## config.mk

```make
export PLATFORM = sky130hd
export DESIGN_NAME = matrix_scan_sequencer
export DESIGN_NICKNAME = d
export VERILOG_FILES = /design/src/rtl/matrix_scan_sequencer.sv
export SDC_FILE = /design/constraint.sdc
export NUM_CORES = 1
export LEC_CHECK = 0
export CAP_MARGIN = 10
export CORE_MARGIN = 4
export CORE_UTILIZATION = 41
export DETAILED_ROUTE_END_ITERATION = 8
export PLACE_DENSITY = 0.68
export SETUP_SLACK_MARGIN = 0.2
export SYNTH_ARGS = -nofsm -noshare
export SYNTH_HDL_FRONTEND = slang
export SYNTH_SLANG_ARGS = --single-unit
```

## constraint.sdc

```tcl
create_clock -name I_clk -period 4.28 [get_ports I_clk]
set_input_delay 0.856 -clock I_clk [delete_from_list [all_inputs] [get_ports I_clk]]
set_output_delay 0.856 -clock I_clk [all_outputs]
set_load 0.03 [all_outputs]
```

## src/rtl/matrix_scan_sequencer.sv

```systemverilog
// Frame-scan controller: walks a frame buffer column by column, word by word,
// and feeds the LED-matrix output module with command pulses and data words.
module matrix_scan_sequencer #(
  parameter int COLUMNS          = 16,
  parameter int WORDS_PER_COLUMN = 8,
  parameter int CHANNEL_NUMBER   = 3,
  parameter int SPI_SIZE         = 8,
  parameter int ADDR_WIDTH       = (COLUMNS * WORDS_PER_COLUMN > 1) ?
                                   $clog2(COLUMNS * WORDS_PER_COLUMN) : 1
) (
  input  logic                               I_clk,
  input  logic                               I_rst_n,
  input  logic                               I_start,
  input  logic                               I_continuous,
  input  logic                               I_extra_bit,
  output logic                               O_rd_en,
  output logic [ADDR_WIDTH-1:0]              O_rd_addr,
  input  logic [SPI_SIZE*CHANNEL_NUMBER-1:0] I_rd_data,
  output logic [SPI_SIZE*CHANNEL_NUMBER-1:0] O_data_flat,
  output logic                               O_next_image,
  output logic                               O_next_column,
  output logic                               O_next_data,
  output logic                               O_extra_bit,
  input  logic                               I_tx_finish,
  output logic                               O_busy,
  output logic                               O_frame_done,
  output logic [2:0]                         O_dbg_state
);

  localparam int COL_W  = (COLUMNS > 1) ? $clog2(COLUMNS) : 1;
  localparam int WORD_W = (WORDS_PER_COLUMN > 1) ? $clog2(WORDS_PER_COLUMN) : 1;
  localparam int DATA_W = SPI_SIZE * CHANNEL_NUMBER;

  typedef enum logic [2:0] {
    S_IDLE      = 3'd0,
    S_FETCH     = 3'd1,
    S_LATCH     = 3'd2,
    S_ISSUE     = 3'd3,
    S_WAIT_BUSY = 3'd4,
    S_WAIT_DONE = 3'd5,
    S_FRAME_END = 3'd6
  } state_t;

  state_t                r_state;
  logic [COL_W-1:0]      r_col;
  logic [WORD_W-1:0]     r_word;
  logic [ADDR_WIDTH-1:0] r_addr;
  logic                  r_rd_en;
  logic [DATA_W-1:0]     r_data;
  logic                  r_next_image;
  logic                  r_next_column;
  logic                  r_next_data;
  logic                  r_extra;
  logic                  r_frame_done;

  logic w_word_last;
  logic w_frame_last;

  assign w_word_last  = (r_word == WORD_W'(WORDS_PER_COLUMN - 1));
  assign w_frame_last = w_word_last && (r_col == COL_W'(COLUMNS - 1));

  // Valid/ready contract with the output module: a command is only issued
  // from ISSUE, and the next word is fetched only after I_tx_finish has been
  // observed low (accepted/busy) and then high again (idle).
  always_ff @(posedge I_clk or negedge I_rst_n) begin
    if (!I_rst_n) begin
      r_state       <= S_IDLE;
      r_col         <= '0;
      r_word        <= '0;
      r_addr        <= '0;
      r_rd_en       <= 1'b0;
      r_data        <= '0;
      r_next_image  <= 1'b0;
      r_next_column <= 1'b0;
      r_next_data   <= 1'b0;
      r_extra       <= 1'b0;
      r_frame_done  <= 1'b0;
    end else begin
      case (r_state)
        S_IDLE: begin
          if (I_start && I_tx_finish) begin
            r_extra <= I_extra_bit;
            r_col   <= '0;
            r_word  <= '0;
            r_addr  <= '0;
            r_rd_en <= 1'b1;
            r_state <= S_FETCH;
          end
        end
        S_FETCH: begin
          r_rd_en <= 1'b0;
          r_state <= S_LATCH;
        end
        S_LATCH: begin
          r_data        <= I_rd_data;
          r_next_image  <= (r_word == '0) && (r_col == '0);
          r_next_column <= (r_word == '0) && (r_col != '0);
          r_next_data   <= (r_word != '0);
          r_state       <= S_ISSUE;
        end
        S_ISSUE: begin
          r_next_image  <= 1'b0;
          r_next_column <= 1'b0;
          r_next_data   <= 1'b0;
          r_state       <= S_WAIT_BUSY;
        end
        S_WAIT_BUSY: begin
          if (!I_tx_finish) begin
            r_state <= S_WAIT_DONE;
          end
        end
        S_WAIT_DONE: begin
          if (I_tx_finish) begin
            if (w_frame_last) begin
              r_frame_done <= 1'b1;
              r_state      <= S_FRAME_END;
            end else begin
              if (w_word_last) begin
                r_word <= '0;
                r_col  <= r_col + COL_W'(1);
              end else begin
                r_word <= r_word + WORD_W'(1);
              end
              r_addr  <= r_addr + ADDR_WIDTH'(1);
              r_rd_en <= 1'b1;
              r_state <= S_FETCH;
            end
          end
        end
        S_FRAME_END: begin
          r_frame_done <= 1'b0;
          r_col        <= '0;
          r_word       <= '0;
          r_addr       <= '0;
          if (I_continuous) begin
            r_extra <= I_extra_bit;
            r_rd_en <= 1'b1;
            r_state <= S_FETCH;
          end else begin
            r_state <= S_IDLE;
          end
        end
        default: begin
          r_rd_en       <= 1'b0;
          r_next_image  <= 1'b0;
          r_next_column <= 1'b0;
          r_next_data   <= 1'b0;
          r_frame_done  <= 1'b0;
          r_state       <= S_IDLE;
        end
      endcase
    end
  end

  assign O_rd_en       = r_rd_en;
  assign O_rd_addr     = r_addr;
  assign O_data_flat   = r_data;
  assign O_next_image  = r_next_image;
  assign O_next_column = r_next_column;
  assign O_next_data   = r_next_data;
  assign O_extra_bit   = r_extra;
  assign O_frame_done  = r_frame_done;
  assign O_busy        = (r_state != S_IDLE);
  assign O_dbg_state   = r_state;

endmodule

```

======== Yosys cells after proc, flatten, opt, wreduce, memory -nomap -nowiden ========
Index checks and enable logic that the tools add are counted.
storage, ports and cells
  register bits ........................... 47
  input port bits ......................... 30
  output and inout port bits .............. 41
  logic and storage cells ................. 86
operators by class
  multiplexer cells ....................... 34
  bitwise operators ....................... 2
  reduce and logical (&&, ||, !) cells .... 21
  eq/ne operators ......................... 15
  add/subtract/negate cells ............... 3
operators with widths
  cell                                                                   count
  3-bit two-way mux                                                      8
  7-bit two-way mux                                                      3
  3-bit one-hot mux with 7 select lines                                  1
  7-bit one-hot mux with 3 select lines                                  1
  4-bit two-way mux                                                      4
  2-bit inequality test, second input constant                           7
  3-bit equality test, second input constant                             4
  4-bit one-hot mux with 3 select lines                                  1
  1-bit one-hot mux with 2 select lines                                  5
  5-bit AND reduction                                                    2
  5-bit OR reduction                                                     2
  1-bit two-way mux                                                      9
  3-bit one-hot mux with 3 select lines                                  1
  3-bit AND reduction                                                    3
  3-bit nonzero test                                                     3
  7-bit by 1-bit adder with 7-bit output, second input constant          1
  3-bit by 2-bit equality test with 1-bit output, second input constant  2
  3-bit zero test                                                        2
  4-bit by 1-bit adder with 4-bit output, second input constant          1
  4-bit equality test, second input constant                             1
  1-bit logical AND                                                      4
  4-bit zero test                                                        1
  1-bit one-hot mux with 4 select lines                                  1
  4-bit AND reduction                                                    1
  6 further kinds                                                        7

======== Depth between registers and ports, before layout ========
  depth in word-level cells ............... 5
  mapped depth ............................ 7
  mapped depth without buffers ............ 6

======== Least setup slack after synthesis ========
OpenSTA, ideal clock, no wires.
  kind .................................... register to output
  start ................................... reg r_state[1] (netlist: O_dbg_state[1])
  end ..................................... out O_busy
  required time ........................... 3.424 ns
  cell stages (with the launch flop) ...... 3
  buffers on the path ..................... 1
  path slack .............................. 2.180 ns
  data arrival time ....................... 1.244 ns
  cell sequence ........................... dfrtp_1 -> buf_4 -> or3_1
on the way
  cells in the longest elaborated chain, start to end .. 1
ends and longest elaborated chain
  what                      line  text
  start: declaration        44    state_t r_state;
  start signal: assignment  67    r_state <= S_IDLE;
  start signal: assignment  87    r_state <= S_FETCH;
  start signal: assignment  92    r_state <= S_LATCH;
  3-bit nonzero test        163   assign O_busy = (r_state != S_IDLE);
  end: declaration          25    output logic O_busy,
Every way passes these cells.

======== Final worst setup path ========
Same ends and word-level chain as after synthesis.

==> flow_summary.ini <==
[synthesis]
ys_types = 33
syn-cell-area_sq_um = 2230
synth_seq_cells = 47
syn_area_per_cell_sq_um = 9.18
yosys_warnings = 0
syn-num-nets = 279
yosysSeqAreaShare_pct = 52.7
synthesis.instances = 243

[global_route]
antenna_found_initial = 0
grt_max_degree = 48
grt_pass1_vias = 1749
grt_pass1_wl_um = 8670
track_usage_pct = 16.8
grt.overflow.total = 0

[critical_path]
arrival_ns = 2.00
r2r_setup_slack_ns = 2.18
max_stage_delay_ns = 0.61
worst_r2r_path_depth = 6
timing.rr.start = r_word[0]
critPathMaxFanout = 22
cp_data_required_time_ns = 3.42
worstSetupPathType = reg -> out
cpMaxStageDelayCell = dfrtp_1
worstSetupStartpoint = O_dbg_state[1]
rr_endpoint = O_rd_addr[0]
crit_path_end_kind = output port
endpoint = O_busy
path_cells = or3_1 -> clkdlybuf4s50_1
cp-start-kind = flip-flop

[floorplanning]
dieWidth_um = 81.7
rows = 26
dieArea_sq_um = 6680
die_h_um = 81.7
start_util_pct = 42.8
core_sq_um = 5200
pin_count = 71

[cts]
cts_setup_buffers = 0
holdBufCountCts = 0
clock-sinks = 47
htreeDepth = 2
root_buffer = clkbuf_8
post_cts_resize_count = 0
cts_buffers = 5
path_clk_slew_ns = 0.09
cts_buffer_depth = 2
clk_latency_ns = 0.29
cts_tree = done

[cells_and_area]
finalInstanceArea_sq_um = 3060
antenna_cells = 0
postLayoutCoreUtil_pct = 58.8
syn2layout_area_growth_pct = 37.3
nNetsFinal = 343
stdcell_count = 378
drive_above_1_share_pct = 4.87

[sta]
maxSlewHeadroom_pct = 31.1
setup_tns_ns = 0
rsz0062_at_grt = false
drv_slew = 0
post-route-period-util_pct = 66.7
finalSetupViolCount = 0
fmax_ghz = 0.350
fin_skew_ns = 0.00518
worstMarginPinSlew_ns = 1.03
hold_viol_final = 0
timing.final.crit_period_ns = 2.85

[placed_design]
numPortBuffers = 70
dp_hpwl_um = 3770
routabilityCongestion = 0.817
dp_cells = 370
dpl_cell_area_sq_um = 2940

[detailed_routing]
wl_per_cell_um = 13.8
dr.pass1.iters = 4
dr.first_iter.drc_count = 149
drt-total-wl_um = 5230
viasPerCell = 4.99
drc = 0
antenna_left = 0
vias = 1886

[power]
vdd_drop_max_mv = 0.425
power_density_nw_per_um2 = 694
p_leak_nw = 1.44

[job]
cap_violations = 0

[min_path]
hold_path_class = reg -> reg
hold_start = O_data_flat[23]

[run_status]
status = finished clean
## critical path, delay by kind of cell, from the launching register on
kind | cells | cell delay (ns)
flip-flops | 1 | 0.61
buffers and inverters | 1 | 0.61
AND/OR/NAND/NOR | 1 | 0.47
## worst min-delay path by stage
| stage | to | slack, ns | cells after the start |
|---|---|---|---|
| 2_1_floorplan | r_word[1] | 0.49 | 1 |
| 3_3_place_gp | O_data_flat[15] | 0.46 | 2 |
| 3_5_place_dp | O_data_flat[23] | 0.46 | 2 |
| 4_1_cts | O_data_flat[23] | 0.48 | 2 |
| 5_1_grt | O_next_column | 0.51 | 2 |
| 6_report | O_data_flat[23] | 0.48 | 2 |
## synthesized netlist by cell type (all sizes together)
cell	count	area share, %
a21oi	7	1.6
mux2	2	1.0
nor2	6	1.0
o311ai	1	1.2
ha	6	3.4
nand3	9	2.0
nand4b	1	1.1
and3	2	0.56
a22oi	1	0.34
dfrtp	47	53
nand3b	3	1.6
clkbuf	1	0.22
a32o	2	0.90
nor3b	1	0.34
o22ai	2	0.56
nand2	88	15
o21ai	19	4.4
a31oi	1	0.28
or3	4	1.1
and2	1	0.28
nor2b	2	0.56
and3b	1	0.39
a21o	2	0.67
o311a	2	0.90
nand4	5	1.4
nor3	2	0.45
buf	12	3.0
inv	8	1.3
o31ai	2	0.67
a22o	3	1.2
## metrics by stage
stage	hold slack (ns)	power [mW]	setup slack [ns]
3_3_place_gp	0.457	1.79	1.72
3_5_place_dp	0.461	1.80	1.66
4_1_cts	0.484	2.15	1.42
6_report	0.478	2.13	1.43
2_1_floorplan	0.492	1.38	2.18
5_1_grt	0.513	2.28	1.34
## layout by cell type (no fill, tap or decap), drive strengths merged, types with 4 or more instances in the layout
cell type      instances
nand2                 88
or3                    4
nand4                  5
clkdlybuf4s50         69
inv                    9
ha                     6
clkbuf                 6
nand3                  9
dfrtp                 47
nor2                   6
o21ai                 19
a21oi                  7
## routing by layer
metal  part of all wire [%]  up-vias  global-route usage [%]  routed length [um]
li1                       -      949                       -                   -
met5                      0        -                       0                   0
met3                    4.3        4                    3.40                 225
met2                     50       52                    26.1                2610
met4                   0.55        0                    4.49                  29
met1                     45      881                    23.8                2360
## kinds of logic (layout without fill, tap and decap cells)
| family | count (synthesis) | in the layout | synth area share [%] |
|---|---|---|---|
| buffers and inverters | 21 | 86 | 4.60 |
| AOI/OAI and AO/OA | 42 | 42 | 12.7 |
| and+or+nand+nor | 125 | 125 | 25.6 |
| adders and majority gates | 6 | 6 | 3.37 |
| DFF | 47 | 47 | 52.7 |
| muxes | 2 | 2 | 1.01 |
## area by class of cell
class | count | area, sq um
Clock buffer | 6 | 82.6
Clock inverter | 2 | 38.8
Inverter | 8 | 30.0
Multi-Input combinational cell | 175 | 951
Timing Repair Buffer | 70 | 696
Sequential cell | 47 | 1180
Tap cell | 70 | 87.6
Fill cell | 476 | 2140
## where the power goes
| group | total (mW) | internal (mW) | switching, mW | leakage [nW] |
|---|---|---|---|---|
| sequential | 0.732 | 0.596 | 0.136 | 0.607 |
| combinational | 1.05 | 0.426 | 0.620 | 0.768 |
| clock | 0.348 | 0.192 | 0.156 | 0.0618 |
## state kept, by name (all words and copies together), names as in the netlist
name,flops
O_next_image,1
O_frame_done,1
O_dbg_state,3
O_extra_bit,1
O_rd_en,1
O_next_column,1
r_col,4
O_data_flat,24
r_word,3
O_rd_addr,7
O_next_data,1
(Power assumes the default switching activity.)
